==> src/rtl/text_console_writer_if.sv <==
// Character-stream and glyph-memory port bundle for text_console_writer.
// slave is the writer itself; master is the character source plus glyph memory.
interface text_console_writer_if;
  logic        char_valid;
  logic [7:0]  char_data;
  logic [7:0]  char_attr;
  logic        char_ready;
  logic        clear;
  logic        mem_we;
  logic [15:0] mem_addr;
  logic [15:0] mem_wd;
  logic [15:0] mem_rd;
  logic        busy;
  logic [6:0]  cursor_col;
  logic [5:0]  cursor_row;

  modport slave (
    input  char_valid, char_data, char_attr, clear, mem_rd,
    output char_ready, mem_we, mem_addr, mem_wd, busy, cursor_col, cursor_row
  );

  modport master (
    output char_valid, char_data, char_attr, clear, mem_rd,
    input  char_ready, mem_we, mem_addr, mem_wd, busy, cursor_col, cursor_row
  );
endinterface

==> src/rtl/text_console_writer.sv <==
// Text-mode character sink: writes printable codes at the cursor, handles LF/CR/BS,
// clears the screen and scrolls one row through the glyph memory's processor port.
module text_console_writer #(
  parameter int          COLS = 80,
  parameter int          ROWS = 60,
  parameter logic [15:0] BASE = 16'h0000,
  parameter logic [15:0] FILL = 16'h0020
) (
  input logic                  clk,
  input logic                  rst,
  text_console_writer_if.slave bus
);

  localparam logic [12:0] LAST_CELL   = 13'(COLS * ROWS - 1);
  localparam logic [12:0] LAST_SCROLL = 13'((ROWS - 1) * COLS - 1);
  localparam logic [12:0] FILL_START  = 13'((ROWS - 1) * COLS);
  localparam logic [6:0]  LAST_COL    = 7'(COLS - 1);
  localparam logic [5:0]  LAST_ROW    = 6'(ROWS - 1);
  localparam logic [15:0] ROW_STRIDE  = 16'(COLS);

  typedef enum logic [2:0] {CLR, IDLE, WR, SCR_RD, SCR_WR, SCR_FILL} state_t;
  // WR doubles as the single busy cycle for CR, non-scrolling LF, BS at col 0 and ignored codes.
  typedef enum logic [1:0] {OP_NONE, OP_PRINT, OP_BS} op_t;

  state_t      state, state_d;
  op_t         op, op_d;
  logic [12:0] cnt, cnt_d;
  logic [6:0]  col, col_d;
  logic [5:0]  row, row_d;
  logic        we, we_d;
  logic [15:0] addr, addr_d;
  logic [15:0] wd, wd_d;

  function automatic logic [15:0] cell_addr(input logic [5:0] r, input logic [6:0] c);
    logic [12:0] off;
    off = 13'(r) * 13'(COLS) + 13'(c);
    return BASE + {3'b000, off};
  endfunction

  // NOTE: every variable gets a default before the case so no path leaves it unassigned (no latches).
  always_comb begin
    state_d = state;
    op_d    = op;
    cnt_d   = cnt;
    col_d   = col;
    row_d   = row;
    we_d    = 1'b0;
    addr_d  = addr;
    wd_d    = wd;

    case (state)
      CLR: begin
        // After reset the first CLR cycle has no write yet, so the count restarts at 0.
        if (!(we && cnt == LAST_CELL)) begin
          cnt_d  = we ? cnt + 13'd1 : 13'd0;
          we_d   = 1'b1;
          addr_d = BASE + 16'(cnt_d);
          wd_d   = FILL;
        end else begin
          state_d = IDLE;
        end
      end

      IDLE: begin
        if (bus.clear) begin
          state_d = CLR;
          cnt_d   = 13'd0;
          we_d    = 1'b1;
          addr_d  = BASE;
          wd_d    = FILL;
          col_d   = 7'd0;
          row_d   = 6'd0;
        end else if (bus.char_valid) begin
          state_d = WR;
          op_d    = OP_NONE;
          if (bus.char_data >= 8'h20 && bus.char_data <= 8'h7E) begin
            op_d   = OP_PRINT;
            we_d   = 1'b1;
            addr_d = cell_addr(row, col);
            wd_d   = {bus.char_attr, bus.char_data};
          end else if (bus.char_data == 8'h0A) begin
            col_d = 7'd0;
            if (row == LAST_ROW) begin
              state_d = SCR_RD;
              cnt_d   = 13'd0;
              addr_d  = BASE + ROW_STRIDE;
            end else begin
              row_d = row + 6'd1;
            end
          end else if (bus.char_data == 8'h0D) begin
            col_d = 7'd0;
          end else if (bus.char_data == 8'h08 && col != 7'd0) begin
            op_d   = OP_BS;
            we_d   = 1'b1;
            addr_d = cell_addr(row, col - 7'd1);
            wd_d   = {bus.char_attr, 8'h20};
          end
        end
      end

      WR: begin
        state_d = IDLE;
        if (op == OP_PRINT) begin
          if (col == LAST_COL) begin
            col_d = 7'd0;
            if (row == LAST_ROW) begin
              state_d = SCR_RD;
              cnt_d   = 13'd0;
              addr_d  = BASE + ROW_STRIDE;
            end else begin
              row_d = row + 6'd1;
            end
          end else begin
            col_d = col + 7'd1;
          end
        end else if (op == OP_BS) begin
          col_d = col - 7'd1;
        end
      end

      SCR_RD: begin
        state_d = SCR_WR;
        we_d    = 1'b1;
        addr_d  = BASE + 16'(cnt);
      end

      SCR_WR: begin
        if (cnt == LAST_SCROLL) begin
          state_d = SCR_FILL;
          cnt_d   = FILL_START;
          we_d    = 1'b1;
          addr_d  = BASE + 16'(FILL_START);
          wd_d    = FILL;
        end else begin
          state_d = SCR_RD;
          cnt_d   = cnt + 13'd1;
          addr_d  = BASE + 16'(cnt_d) + ROW_STRIDE;
        end
      end

      SCR_FILL: begin
        if (cnt == LAST_CELL) begin
          state_d = IDLE;
        end else begin
          cnt_d  = cnt + 13'd1;
          we_d   = 1'b1;
          addr_d = BASE + 16'(cnt_d);
          wd_d   = FILL;
        end
      end

      default: state_d = CLR;
    endcase
  end

  // NOTE: state registers use non-blocking assignments; the comb block above uses blocking ones.
  always_ff @(posedge clk or negedge rst) begin
    if (!rst) begin
      state <= CLR;
      op    <= OP_NONE;
      cnt   <= 13'd0;
      col   <= 7'd0;
      row   <= 6'd0;
      we    <= 1'b0;
      addr  <= 16'h0000;
      wd    <= 16'h0000;
    end else begin
      state <= state_d;
      op    <= op_d;
      cnt   <= cnt_d;
      col   <= col_d;
      row   <= row_d;
      we    <= we_d;
      addr  <= addr_d;
      wd    <= wd_d;
    end
  end

  assign bus.mem_we     = we;
  assign bus.mem_addr   = addr;
  // Scroll copies forward the word read back one cycle after SCR_RD presented its address.
  assign bus.mem_wd     = (state == SCR_WR) ? bus.mem_rd : wd;
  assign bus.char_ready = (state == IDLE) && !bus.clear;
  assign bus.busy       = (state != IDLE);
  assign bus.cursor_col = col;
  assign bus.cursor_row = row;

endmodule

==> src/flat_wrapper.sv <==
// flat-port wrapper written by rule: the top's interface ports become plain ports
module text_console_writer_flat 
#(
  parameter int          COLS = 80,
  parameter int          ROWS = 60,
  parameter logic [15:0] BASE = 16'h0000,
  parameter logic [15:0] FILL = 16'h0020
)
  (clk, rst, bus_char_valid, bus_char_data, bus_char_attr, bus_clear, bus_mem_rd, bus_char_ready, bus_mem_we, bus_mem_addr, bus_mem_wd, bus_busy, bus_cursor_col, bus_cursor_row);
  text_console_writer_if bus_i ();
  input logic clk;
  input logic rst;
  input wire logic [$bits(bus_i.char_valid)-1:0] bus_char_valid;
  input wire logic [$bits(bus_i.char_data)-1:0] bus_char_data;
  input wire logic [$bits(bus_i.char_attr)-1:0] bus_char_attr;
  input wire logic [$bits(bus_i.clear)-1:0] bus_clear;
  input wire logic [$bits(bus_i.mem_rd)-1:0] bus_mem_rd;
  output wire logic [$bits(bus_i.char_ready)-1:0] bus_char_ready;
  output wire logic [$bits(bus_i.mem_we)-1:0] bus_mem_we;
  output wire logic [$bits(bus_i.mem_addr)-1:0] bus_mem_addr;
  output wire logic [$bits(bus_i.mem_wd)-1:0] bus_mem_wd;
  output wire logic [$bits(bus_i.busy)-1:0] bus_busy;
  output wire logic [$bits(bus_i.cursor_col)-1:0] bus_cursor_col;
  output wire logic [$bits(bus_i.cursor_row)-1:0] bus_cursor_row;
  assign bus_i.char_valid = bus_char_valid;
  assign bus_i.char_data = bus_char_data;
  assign bus_i.char_attr = bus_char_attr;
  assign bus_i.clear = bus_clear;
  assign bus_i.mem_rd = bus_mem_rd;
  assign bus_char_ready = bus_i.char_ready;
  assign bus_mem_we = bus_i.mem_we;
  assign bus_mem_addr = bus_i.mem_addr;
  assign bus_mem_wd = bus_i.mem_wd;
  assign bus_busy = bus_i.busy;
  assign bus_cursor_col = bus_i.cursor_col;
  assign bus_cursor_row = bus_i.cursor_row;
  text_console_writer #(.COLS(COLS), .ROWS(ROWS), .BASE(BASE), .FILL(FILL)) u_core (.clk(clk), .rst(rst), .bus(bus_i));
endmodule
==> config.mk <==
export PLATFORM = sky130hd
export DESIGN_NAME = text_console_writer_flat
export DESIGN_NICKNAME = d
export VERILOG_FILES = /design/src/rtl/text_console_writer_if.sv /design/src/rtl/text_console_writer.sv /design/src/flat_wrapper.sv
export SDC_FILE = /design/constraint.sdc
export NUM_CORES = 1
export LEC_CHECK = 0
export CORE_MARGIN = 2
export CORE_UTILIZATION = 50
export CTS_CLUSTER_DIAMETER = 30
export DETAILED_ROUTE_END_ITERATION = 10
export DONT_BUFFER_PORTS = 1
export PLACE_DENSITY = 0.7
export SYNTH_ARGS = -nofsm -noshare
export SYNTH_HDL_FRONTEND = slang
export SYNTH_SLANG_ARGS = --single-unit
==> constraint.sdc <==
create_clock -name clk -period 8.17 [get_ports clk]
set_input_delay 1.634 -clock clk [delete_from_list [all_inputs] [get_ports clk]]
set_output_delay 1.634 -clock clk [all_outputs]
set_load 0.03 [all_outputs]
== After elaboration in Yosys (flattened, before gate mapping) ==
Index checks and enable logic that the tools add are counted.
Cells by class
  add/subtract/negate cells: 7
  $mul: 1
  order comparisons: 2
  equality and inequality tests: 32
  mux-type cells: 79
  bitwise logic cells: 1
  reduce and logical (&&, ||, !) cells: 18
Operators with widths (number)
  16-bit two-way mux: 22
  13-bit two-way mux: 11
  16-bit one-hot mux with 6 select lines: 1
  13-bit one-hot mux with 5 select lines: 1
  16-bit one-hot mux with 4 select lines: 1
  7-bit two-way mux: 8
  6-bit two-way mux: 7
  3-bit two-way mux: 9
  13-bit by 7-bit adder with 13-bit output: 2
  13-bit == test (second input constant): 2
  8-bit by 4-bit == test with 1-bit output (second input constant): 3
  8-bit AND reduction: 3
  3-bit one-hot mux with 6 select lines: 1
  13-bit by 7-bit adder with 14-bit output (second input constant): 1
  7-bit one-hot mux with 2 select lines: 1
  13-bit by 1-bit adder with 13-bit output (second input constant): 1
  6-bit one-hot mux with 2 select lines: 1
  1-bit two-way mux: 10
  2-bit two-way mux: 5
  2-bit by 1-bit inequality test with 1-bit output (second input constant): 5
  6-bit by 3-bit multiplier with 9-bit output (second input constant): 1
  8-bit by 6-bit >= comparator with 1-bit output (second input constant): 1
  8-bit by 7-bit <= comparator with 1-bit output (second input constant): 1
  4-bit by 2-bit inequality test with 1-bit output (second input constant): 2
  30 further kinds: 40
Word-level totals
  register bits after elaboration: 64
  output and inout port bits: 48
  word-level logic and storage cells: 148

== Longest topological paths before layout ==
Gate-level depths: netlist of the first run.
  word-level depth: 9
  gate-level depth with buffers: 13
  mapped depth without buffers: 13

== Least setup slack after synthesis of the first run ==
Ideal clock, no wire load.
  kind: input-to-output
  start point: in bus_clear
  end point: out bus_char_ready
  arrival: 2.496 ns
  required time: 6.536 ns
  path slack: 4.040 ns
  stages: 4
  path buffers: 1
  cells stage by stage: nor2_1 > nand2_1 > inv_2 > buf_1
Between the ends
  word-level cells in the longest chain between the ends: 2
RTL lines
  start: declaration: RTL line flat_wrapper.sv:16  | input wire logic [$bits(bus_i.clear)-1:0] bus_clear;
  1-bit zero test: RTL line text_console_writer.sv:183  | assign bus.char_ready = (state == IDLE) && !bus.clear;
  1-bit logical AND: RTL line text_console_writer.sv:183
  end: declaration: RTL line flat_wrapper.sv:18  | output wire logic [$bits(bus_i.char_ready)-1:0] bus_char_ready;
Every way passes these cells.

== Final worst setup path of the first run ==
  start point: reg u_core.state[2]
  end point: out bus_mem_wd[7]
Between the ends
  word-level cells in the longest chain between the ends: 2
RTL lines
  start: declaration: RTL line text_console_writer.sv:25  | state_t state, state_d;
  start signal: assignment: RTL line text_console_writer.sv:168  | state <= state_d;
  3-bit == test: RTL line text_console_writer.sv:182  | assign bus.mem_wd = (state == SCR_WR) ? bus.mem_rd : wd;
  16-bit two-way mux: RTL line text_console_writer.sv:182
  end: declaration: RTL line flat_wrapper.sv:21  | output wire logic [$bits(bus_i.mem_wd)-1:0] bus_mem_wd;
Every way passes these cells.

==> results of run 1 <==
power by group through the flow:
| stage | Sequential [W] | Clock, W | Combinational [W] |
|---|---|---|---|
| CTS | 0.000317 | 0.000248 | 0.00000681 |
| global placement | 0.000323 | 0 | 0.00000673 |
| floorplan | 0.000323 | 0 | 0.00000517 |
| detailed placement | 0.000323 | 0 | 0.00000676 |
| global route | 0.000316 | 0.000262 | 0.00000777 |
| finish | 0.000317 | 0.000245 | 0.00000710 |
per-layer routing:
layer  up-vias  global-route usage  part of all wire
li1       2496                   -                 -
met1      2513               0.362              0.43
met4         0               0.113             0.028
met2       259               0.445              0.45
met5         -                   0                 0
met3        38              0.0759             0.090
how the worst max path moves through the flow:
stage	startpoint	cells past startpoint	end	slack, ps
floorplan	bus_clear	4	bus_char_ready	4040
global route	u_core.state[2]	3	bus_mem_wd[7]	3790
detailed placement	bus_char_data[4]	6	u_core.cnt[8]	4160
global placement	bus_char_data[4]	6	u_core.cnt[11]	4190
finish	u_core.state[2]	3	bus_mem_wd[7]	4060
CTS	u_core.state[2]	3	bus_mem_wd[7]	4070
flip-flops by register name, indices dropped and copies added (netlist names):
register / count
u_core.cnt: 13
u_core.state: 3
u_core.bus.mem_we: 1
u_core.wd: 16
u_core.bus.cursor_col: 7
u_core.bus.mem_addr: 16
u_core.op: 2
u_core.bus.cursor_row: 6
final cells by class:
type                            count  area share
Clock buffer                       10      0.0225
Clock inverter                      6     0.00639
Inverter                           20      0.0132
Multi-Input combinational cell    581       0.642
Sequential cell                    64       0.282
Tap cell                          140      0.0309
Timing Repair Buffer                2     0.00264
tightest hold or removal path, delay by kind of cell (launching register included):
kind / cells / cell delay [ps]
flops: 1 / 340
simple gates: 2 / 100
logic make-up (layout without fill, tap and decap cells):
logic type                 after synthesis  after routing  share of synthesized area
and+or+nand+nor                        317            317                      0.297
buffers and inverters                   65             38                     0.0577
xor gates and xnor gates                31             31                     0.0521
DFF                                     64             64                      0.288
AOI/OAI and AO/OA                      200            200                      0.230
adders and majority gates               26             26                     0.0624
muxes                                    7              7                     0.0133
metrics by stage:
step	hold slack (ps)	setup slack (ps)	area [µm²]	instances	util
global placement	452	4190	5510	807	0.509
CTS	474	4070	5680	823	0.524
finish	468	4060	5680	823	0.524
floorplan	439	4040	5570	710	-
global route	480	3790	5680	823	0.524
detailed placement	456	4160	5510	807	0.509
synthesized netlist by cell type, types with 4 or more instances:
cell type | count | share of area
nand3_1 | 34 | 0.031
buf_2 | 17 | 0.015
nand2b_1 | 9 | 0.010
a211oi_1 | 10 | 0.013
nand2_1 | 131 | 0.088
a22o_1 | 4 | 0.0063
xor2_1 | 8 | 0.013
mux2i_1 | 4 | 0.0072
buf_6 | 4 | 0.0081
o211ai_1 | 6 | 0.0081
nor3b_1 | 5 | 0.0067
a2111oi_0 | 4 | 0.0063
inv_1 | 19 | 0.013
o21ai_0 | 54 | 0.049
nand3b_1 | 4 | 0.0054
and3_1 | 8 | 0.0090
a21o_1 | 5 | 0.0067
nor2b_1 | 14 | 0.016
dfrtp_1 | 64 | 0.29
clkbuf_1 | 17 | 0.011
a31oi_1 | 12 | 0.013
and2_1 | 6 | 0.0067
ha_1 | 23 | 0.052
nand4_1 | 7 | 0.0079
o21ai_1 | 4 | 0.0036
a21oi_1 | 50 | 0.045
nor2_1 | 45 | 0.030
nor3_1 | 15 | 0.013
buf_4 | 4 | 0.0054
xnor2_1 | 22 | 0.035
o31ai_1 | 15 | 0.020
a221oi_1 | 4 | 0.0063
==> key figures, run 1 <==
Setup path
  • Crit start category: flop
  • Critical Path RT: 6540 ps
  • Max incr delay on CP: 770 ps
  • Worst Reg-to-Reg Cells: 11
  • Crit Reg-Reg Startpoint: u_core.bus.cursor_row[1]
  • CP Class: reg2out
  • Slowest CP cell: nand3_1
  • CP cell instances: nand3_1 -> nand2_1 -> nand2_1
  • Critical path endpoint category: output pin
  • CP dominant cell by count: nand2_1
  • Crit-path leading delay family: simple AND/OR/NAND/NOR gates
  • Critical Path AT: 2480 ps
  • Critical Path Fanout Max: 22
  • R2R Path End: u_core.bus.mem_addr[10]
  • Buf+Inv Stages, Crit Path: 0
  • Worst R2R Setup Slack: 4830 ps

Synthesis
  • Mapped Nets: 772
  • Seq/Total Area, Yosys: 0.288
  • Ys flop type: dfrtp_1
  • FF+latch count, synth: 64
  • Ys async rst share: 1.00
  • Mean Syn Cell Area: 7.85 µm²
  • Post-synth EDFFs: 0
  • Synth Warn #: 0
  • Synth unique cells: 84
  • Cell area after synthesis: 5570 µm²
  • Cells after synthesis: 710

Power and ir drop
  • Cell Int Power: 0.000428 W
  • Clock Power Share: 0.431
  • Combinational power share: 0.012
  • Max VDD drop: 0.0550 mV
  • Power Density: 100 nW/µm²
  • Pleak: 2.43 nW
  • Total power: 0.000569 W
  • NetSw: 0.000141 W
  • Sw Share: 0.248
  • Flop pwr share: 0.557

GRT
  • Gr ovfl total: 0
  • Initial antenna violation count: 0
  • First-pass GRT wire length: 25700 µm
  • Vias in the first global route: 4975
  • Largest net degree at the start of global routing: 65
  • Gr usage total: 0.281

CTS
  • Post-CTS setup repair buffer count: 0
  • # clock sinks: 64
  • CTS-repair resized insts: 0
  • Clock tree buffer depth: 2
  • Cts bufs inserted: 9
  • CTS HTree Levels: 3
  • Clock Latency Late Sink: 370 ps
  • CTS Hold Bufs: 0
  • CTS tree: built
  • Reg clk slew, reported paths: 70 ps
  • Clock root cell: clkbuf_8

Layout
  • FF/Latch Area: 1600 µm²
  • Most common cell after layout, fill and taps aside: nand2_1
  • Fraction of layout cells with a size suffix above 1: 0.0717
  • Fill cells: 1010
  • Multi-input logic area: 3650 µm²
  • Most frequent cells in the layout: nand2_1 (131), dfrtp_1 (64), o21ai_0 (54)
  • Area added between synthesis and finish: 1.93%
  • Layout net count: 740
  • Ant. Diodes: 0

Drt
  • DRC Markers: 0
  • WL final: 16400 µm
  • Drt first pass iters: 5
  • Initial DRC Count: 548
  • Vias per cell: 6.45
  • Routed length per instance: 20.0 µm
  • Routed Antenna Nets: 0
  • Via count: 5306

Run status
  • Outcome: finished, final reports clean

Placement
  • HPWL after detailed placement: 12300 µm
  • Count of input and output buffers: 0
  • Final GP Congestion: 0.940

STA
  • Slew Limit Fails: 0
  • Unrepaired setup endpoints after global routing: false
  • Max Fclk: 243 MHz
  • Final setup vio count: 0
  • Final Hold Viols: 0
  • Setup tns final: 0 ps
  • Tcrit/Tclk final: 0.503
  • Max-slew headroom: 0.259
  • Worst Skew: 11.4 ps
  • Worst Tran Pin Value: 1110 ps
  • Final Critical Period: 4110 ps

Die
  • Die ar.: 12000 µm²
  • Starting Density: 0.514
  • Io pins: 84
  • Die span in x: 110 µm
  • Row count: 38
  • Die height: 110 µm
  • Core area: 10800 µm²

Min path
  • Hold Path Stages: 2
  • Path type of the worst min-delay path: reg2reg
  • Hold path endpoint: u_core.wd[8]
  • Hold Crit Start: u_core.wd[8]

Job
  • Max_cap viols: 0
No activity file was read; power rests on OpenSTA's default activity.
==> run 2: changes to the inputs <==
==> constraint.sdc (replaced) <==
create_clock -name clk -period 3.8 [get_ports clk]
set_input_delay 0.76 -clock clk [delete_from_list [all_inputs] [get_ports clk]]
set_output_delay 0.76 -clock clk [all_outputs]
set_load 0.03 [all_outputs]
==> key figures, run 2 (same netlist as run 1, synthesis figures left out) <==
Run status
  • Outcome: finished, final reports clean

Setup path
  • CP Class: reg2reg
  • Critical path endpoint category: flop
  • Worst R2R Setup Slack: 570 ps
  • Critical Path RT: 4080 ps
  • Critical Path Fanout Max: 5
  • Crit start category: flop
  • Critical Path AT: 3510 ps

GRT
  • First-pass GRT wire length: 26400 µm
  • Largest net degree at the start of global routing: 65
  • Vias in the first global route: 4927
  • Gr ovfl total: 0
  • Gr usage total: 0.289
  • Initial antenna violation count: 0

Layout
  • Area added between synthesis and finish: 4.11%
  • Design area: 5800 µm²
  • Fraction of layout cells with a size suffix above 1: 0.0876
  • Most frequent cells in the layout: nand2_1 (131), dfrtp_1 (64), o21ai_0 (54)
  • Most common cell after layout, fill and taps aside: nand2_1
  • Layout net count: 755
  • Layout Cells excl Fill: 836
  • Fill cells: 1031
  • Ant. Diodes: 0

Placement
  • Final GP Congestion: 0.935
  • HPWL after detailed placement: 12300 µm
  • Count of input and output buffers: 0
  • Area after DPL: 5630 µm²
  • Inst Count DP: 822

Die
  • Die height: 110 µm
  • Die span in x: 110 µm
  • Row count: 38
  • Core area: 10800 µm²
  • Starting Density: 0.514
  • Die ar.: 12000 µm²
  • Io pins: 84

STA
  • Unrepaired setup endpoints after global routing: false
  • Max-slew headroom: 0.260
  • Slew Limit Fails: 0
  • Final Critical Period: 3230 ps
  • Worst Skew: 13.1 ps
  • Setup tns final: 0 ps
  • Tcrit/Tclk final: 0.850
  • Worst Tran Pin Value: 1110 ps
  • Max Fclk: 310 MHz
  • Final Hold Viols: 0
  • Final setup vio count: 0

Drt
  • Drt first pass iters: 7
  • Routed length per instance: 19.8 µm
  • Initial DRC Count: 517
  • Vias per cell: 6.47
  • Routed Antenna Nets: 0
  • DRC Markers: 0
  • Via count: 5410
  • WL final: 16600 µm

CTS
  • Clock Latency Late Sink: 380 ps
  • Cts bufs inserted: 9
  • Post-CTS setup repair buffer count: 0
  • CTS Hold Bufs: 0
  • CTS-repair resized insts: 0
  • CTS HTree Levels: 3
  • # clock sinks: 64
  • Reg clk slew, reported paths: 80 ps
  • Clock tree buffer depth: 2
  • CTS tree: built
  • Clock root cell: clkbuf_8

Min path
  • Path type of the worst min-delay path: in2async

Job
  • Max_cap viols: 0

Power and ir drop
  • Power Density: 216 nW/µm²
  • Max VDD drop: 0.130 mV
  • Pleak: 2.51 nW
[run 2: cell types whose count changed in the layout (fill, tap and decap cells not counted), sizes merged]
cell and delta:
buf +15, clkbuf +4, clkinv -5, clkinvlp -1
[run 2: report_power, final]
group | total, W | internal, W | switching, W
logic | 0.0000163 | 0.00000684 | 0.00000943
clock network | 0.000557 | 0.000284 | 0.000273
registers | 0.000681 | 0.000681 | 0
[run 2: area by class of cell]
cell class | count | area, µm² | share of cell area
inverter | 20 | 75.1 | 0.0129
timing repair buffer | 17 | 128 | 0.0220
tap | 140 | 175 | 0.0302
sequential | 64 | 1600 | 0.276
clock buffer | 14 | 173 | 0.0298
multi-input combinational | 581 | 3650 | 0.629
[run 2: routing by layer]
metal / routed length (µm) / GRT usage / up-vias / share of wire
li1: - / - / 2518 / -
met1: 7150 / 0.396 / 2579 / 0.43
met2: 7380 / 0.446 / 274 / 0.45
met3: 1590 / 0.0575 / 39 / 0.096
met4: 451 / 0.116 / 0 / 0.027
met5: 0 / 0 / - / 0
[run 2: path summary, 6_finish.rpt]
| kind | startpoint | to | cells after the start |
|---|---|---|---|
| max reg2reg | u_core.bus.cursor_col[1] | u_core.bus.mem_addr[11] | 12 |
| max in group asynchronous | rst | u_core.bus.cursor_col[6] | 0 |
| min reg2reg | u_core.wd[5] | u_core.wd[5] | 2 |
| max | u_core.bus.cursor_col[1] | u_core.bus.mem_addr[11] | 12 |
| min in group clk | u_core.wd[5] | u_core.wd[5] | 2 |
| min | rst | u_core.bus.mem_addr[5] | 0 |
[run 2: worst max-delay path, cell delays in order (launching register included)]
cell and delay (ps):
dfrtp_1 540, inv_1 190, nand3_1 140, nor3_1 200
xor2_1 400, ha_1 320, a21o_1 160, a21oi_1 310
nor4_1 140, xnor2_1 150, a211oi_1 250, a211oi_1 80
o31ai_1 260
[run 2: stage by stage]
stage / utilization / hold WS, ps / power [W] / worst slack (ps)
6_report: 0.535 / 75.6 / 0.00125 / 572
5_1_grt: 0.535 / 66.7 / 0.00129 / 342
4_1_cts: 0.535 / 65.3 / 0.00126 / 612
3_5_place_dp: 0.519 / 456 / 0.000710 / 633
3_3_place_gp: 0.519 / 450 / 0.000709 / 740
2_1_floorplan: - / 439 / 0.000705 / 854
==> run 3: changes to the inputs <==
==> constraint.sdc (replaced) <==
create_clock -name clk -period 3.3 [get_ports clk]
set_input_delay 0.66 -clock clk [delete_from_list [all_inputs] [get_ports clk]]
set_output_delay 0.66 -clock clk [all_outputs]
set_load 0.03 [all_outputs]
==> key figures, run 3 (same netlist as run 1, synthesis figures left out) <==
Run status
  • Outcome: finished, final reports clean

STA
  • Worst Skew: 12.2 ps
  • Tcrit/Tclk final: 0.904
  • Worst Tran Pin Value: 874 ps
  • Slew Limit Fails: 0
  • Final Hold Viols: 0
  • Max-slew headroom: 0.418
  • Final setup vio count: 0
  • Final Critical Period: 2980 ps
  • Max Fclk: 335 MHz
  • Fin worst setup slack: 318 ps
  • Unrepaired setup endpoints after global routing: false
  • Setup tns final: 0 ps

GRT
  • Gr ovfl total: 0
  • Gr usage total: 0.306
  • Initial antenna violation count: 0
  • Largest net degree at the start of global routing: 65
  • Vias in the first global route: 5326
  • First-pass GRT wire length: 28000 µm

Layout
  • Fraction of layout cells with a size suffix above 1: 0.124
  • Layout net count: 777
  • Layout Cells excl Fill: 860
  • Ant. Diodes: 0
  • Most frequent cells in the layout: nand2_1 (131), dfrtp_1 (63), o21ai_0 (54)
  • Design area: 6050 µm²
  • Most common cell after layout, fill and taps aside: nand2_1
  • Area added between synthesis and finish: 8.65%

Min path
  • Path type of the worst min-delay path: in2async

Placement
  • Inst Count DP: 843
  • Final GP Congestion: 0.922
  • HPWL after detailed placement: 13200 µm
  • Area after DPL: 5800 µm²
  • Count of input and output buffers: 0
  • Pre-CTS setup slack: 352 ps

Power and ir drop
  • Clock Power Share: 0.489
  • NetSw: 0.000387 W
  • Power Density: 266 nW/µm²
  • Flop pwr share: 0.487
  • Cell Int Power: 0.00122 W
  • Max VDD drop: 0.230 mV
  • Pleak: 2.65 nW
  • Combinational power share: 0.024
  • Total power: 0.00161 W
  • Sw Share: 0.241

Setup path
  • R2R Path End: u_core.bus.mem_addr[8]
  • Critical Path Fanout Max: 4
  • Crit-path leading delay family: compound AO/OA/AOI/OAI gates
  • Slowest CP cell: a2111oi_0
  • Critical Path AT: 3240 ps
  • Buf+Inv Stages, Crit Path: 1
  • CP dominant cell by count: ha_1
  • Max incr delay on CP: 430 ps
  • Worst R2R Setup Slack: 320 ps
  • CP Class: reg2reg
  • CP cell instances: inv_1 -> ha_1 -> nand2_1 -> xnor2_1 -> ha_1 -> fa_1 -> a21oi_1 -> nor2b_1 -> a32oi_1 -> mux2i_1 -> a2111oi_0 -> o31ai_1
  • Setup crit end: u_core.bus.mem_addr[8]
  • Critical Path RT: 3550 ps
  • Crit start category: flop
  • Crit Reg-Reg Startpoint: u_core.bus.cursor_col[1]
  • Worst Reg-to-Reg Cells: 12
  • Critical path endpoint category: flop
  • Crit. path cell count: 12
  • Worst Setup SP: u_core.bus.cursor_col[1]

Die
  • Starting Density: 0.514
  • Die height: 110 µm
  • Core area: 10800 µm²
  • Die ar.: 12000 µm²
  • Io pins: 84
  • Row count: 38
  • Die span in x: 110 µm

Drt
  • WL final: 17700 µm
  • Initial DRC Count: 598
  • Via count: 5526
  • Routed length per instance: 20.6 µm
  • Drt first pass iters: 8
  • Routed Antenna Nets: 0
  • DRC Markers: 0
  • Vias per cell: 6.43

CTS
  • # clock sinks: 64
  • Clock Latency Late Sink: 370 ps
  • CTS HTree Levels: 3
  • Cts bufs inserted: 9
  • CTS tree: built
  • Clock root cell: clkbuf_8
  • Reg clk slew, reported paths: 80 ps
  • Clock tree buffer depth: 2
  • Post-CTS setup repair buffer count: 0

Job
  • Max_cap viols: 0
## run 3: cell count changes in the layout (fill, tap and decap cells not counted), moves of 2 or more
cell       delta
clkbuf_1      -2
buf_4        +20
clkinv_2      +2
bufinv_16     +2
clkbuf_8      -3
## run 3: timing repair
action                                 in CTS  in global routing
endpoints found under the hold margin      64                  0
resized for setup                           0                  2
hold buffers                                1                  0
setup endpoints to repair                   0                  2
## run 3: worst min path at each step
stage               from                  endpoint  slack (ps)  cells past startpoint
finish               rst             u_core.cnt[8]         170                      1
global route         rst            u_core.cnt[11]         190                      1
CTS                  rst              u_core.wd[0]         170                      1
detailed placement   rst              u_core.wd[0]         370                      0
global placement     rst              u_core.wd[0]         370                      0
floorplan            rst  u_core.bus.cursor_col[0]         360                      0
## run 3: power groups by stage
| stage | Sequential [W] | Combinational, W | Clock (W) |
|---|---|---|---|
| after detailed placement | 0.000799 | 0.0000186 | 0 |
| after global placement | 0.000799 | 0.0000183 | 0 |
| after CTS | 0.000783 | 0.0000398 | 0.000800 |
| after global routing | 0.000783 | 0.0000438 | 0.000826 |
| final | 0.000783 | 0.0000388 | 0.000786 |
| after floorplan | 0.000799 | 0.0000128 | 0 |
## run 3: through the flow
stage,hold WS [ps],util
after floorplan,364,-
after global placement,366,0.535
after detailed placement,366,0.535
after CTS,171,0.557
after global routing,190,0.558
final,169,0.558
## run 3: area by class of cell
cell class | count | area [µm²]
Clock inverter | 7 | 95.1
Inverter | 20 | 75.1
Multi-Input combinational cell | 581 | 3650
Sequential cell | 64 | 1600
Clock buffer | 9 | 124
Fill cell | 1014 | 4790
Tap cell | 140 | 175
Timing Repair Buffer | 39 | 325
## run 3: layer usage
metal,GRT usage,vias up,share of wire
met4,0.103,0,0.020
met2,0.497,300,0.46
met5,0,-,0
met1,0.399,2629,0.42
met3,0.0741,30,0.10
li1,-,2567,-
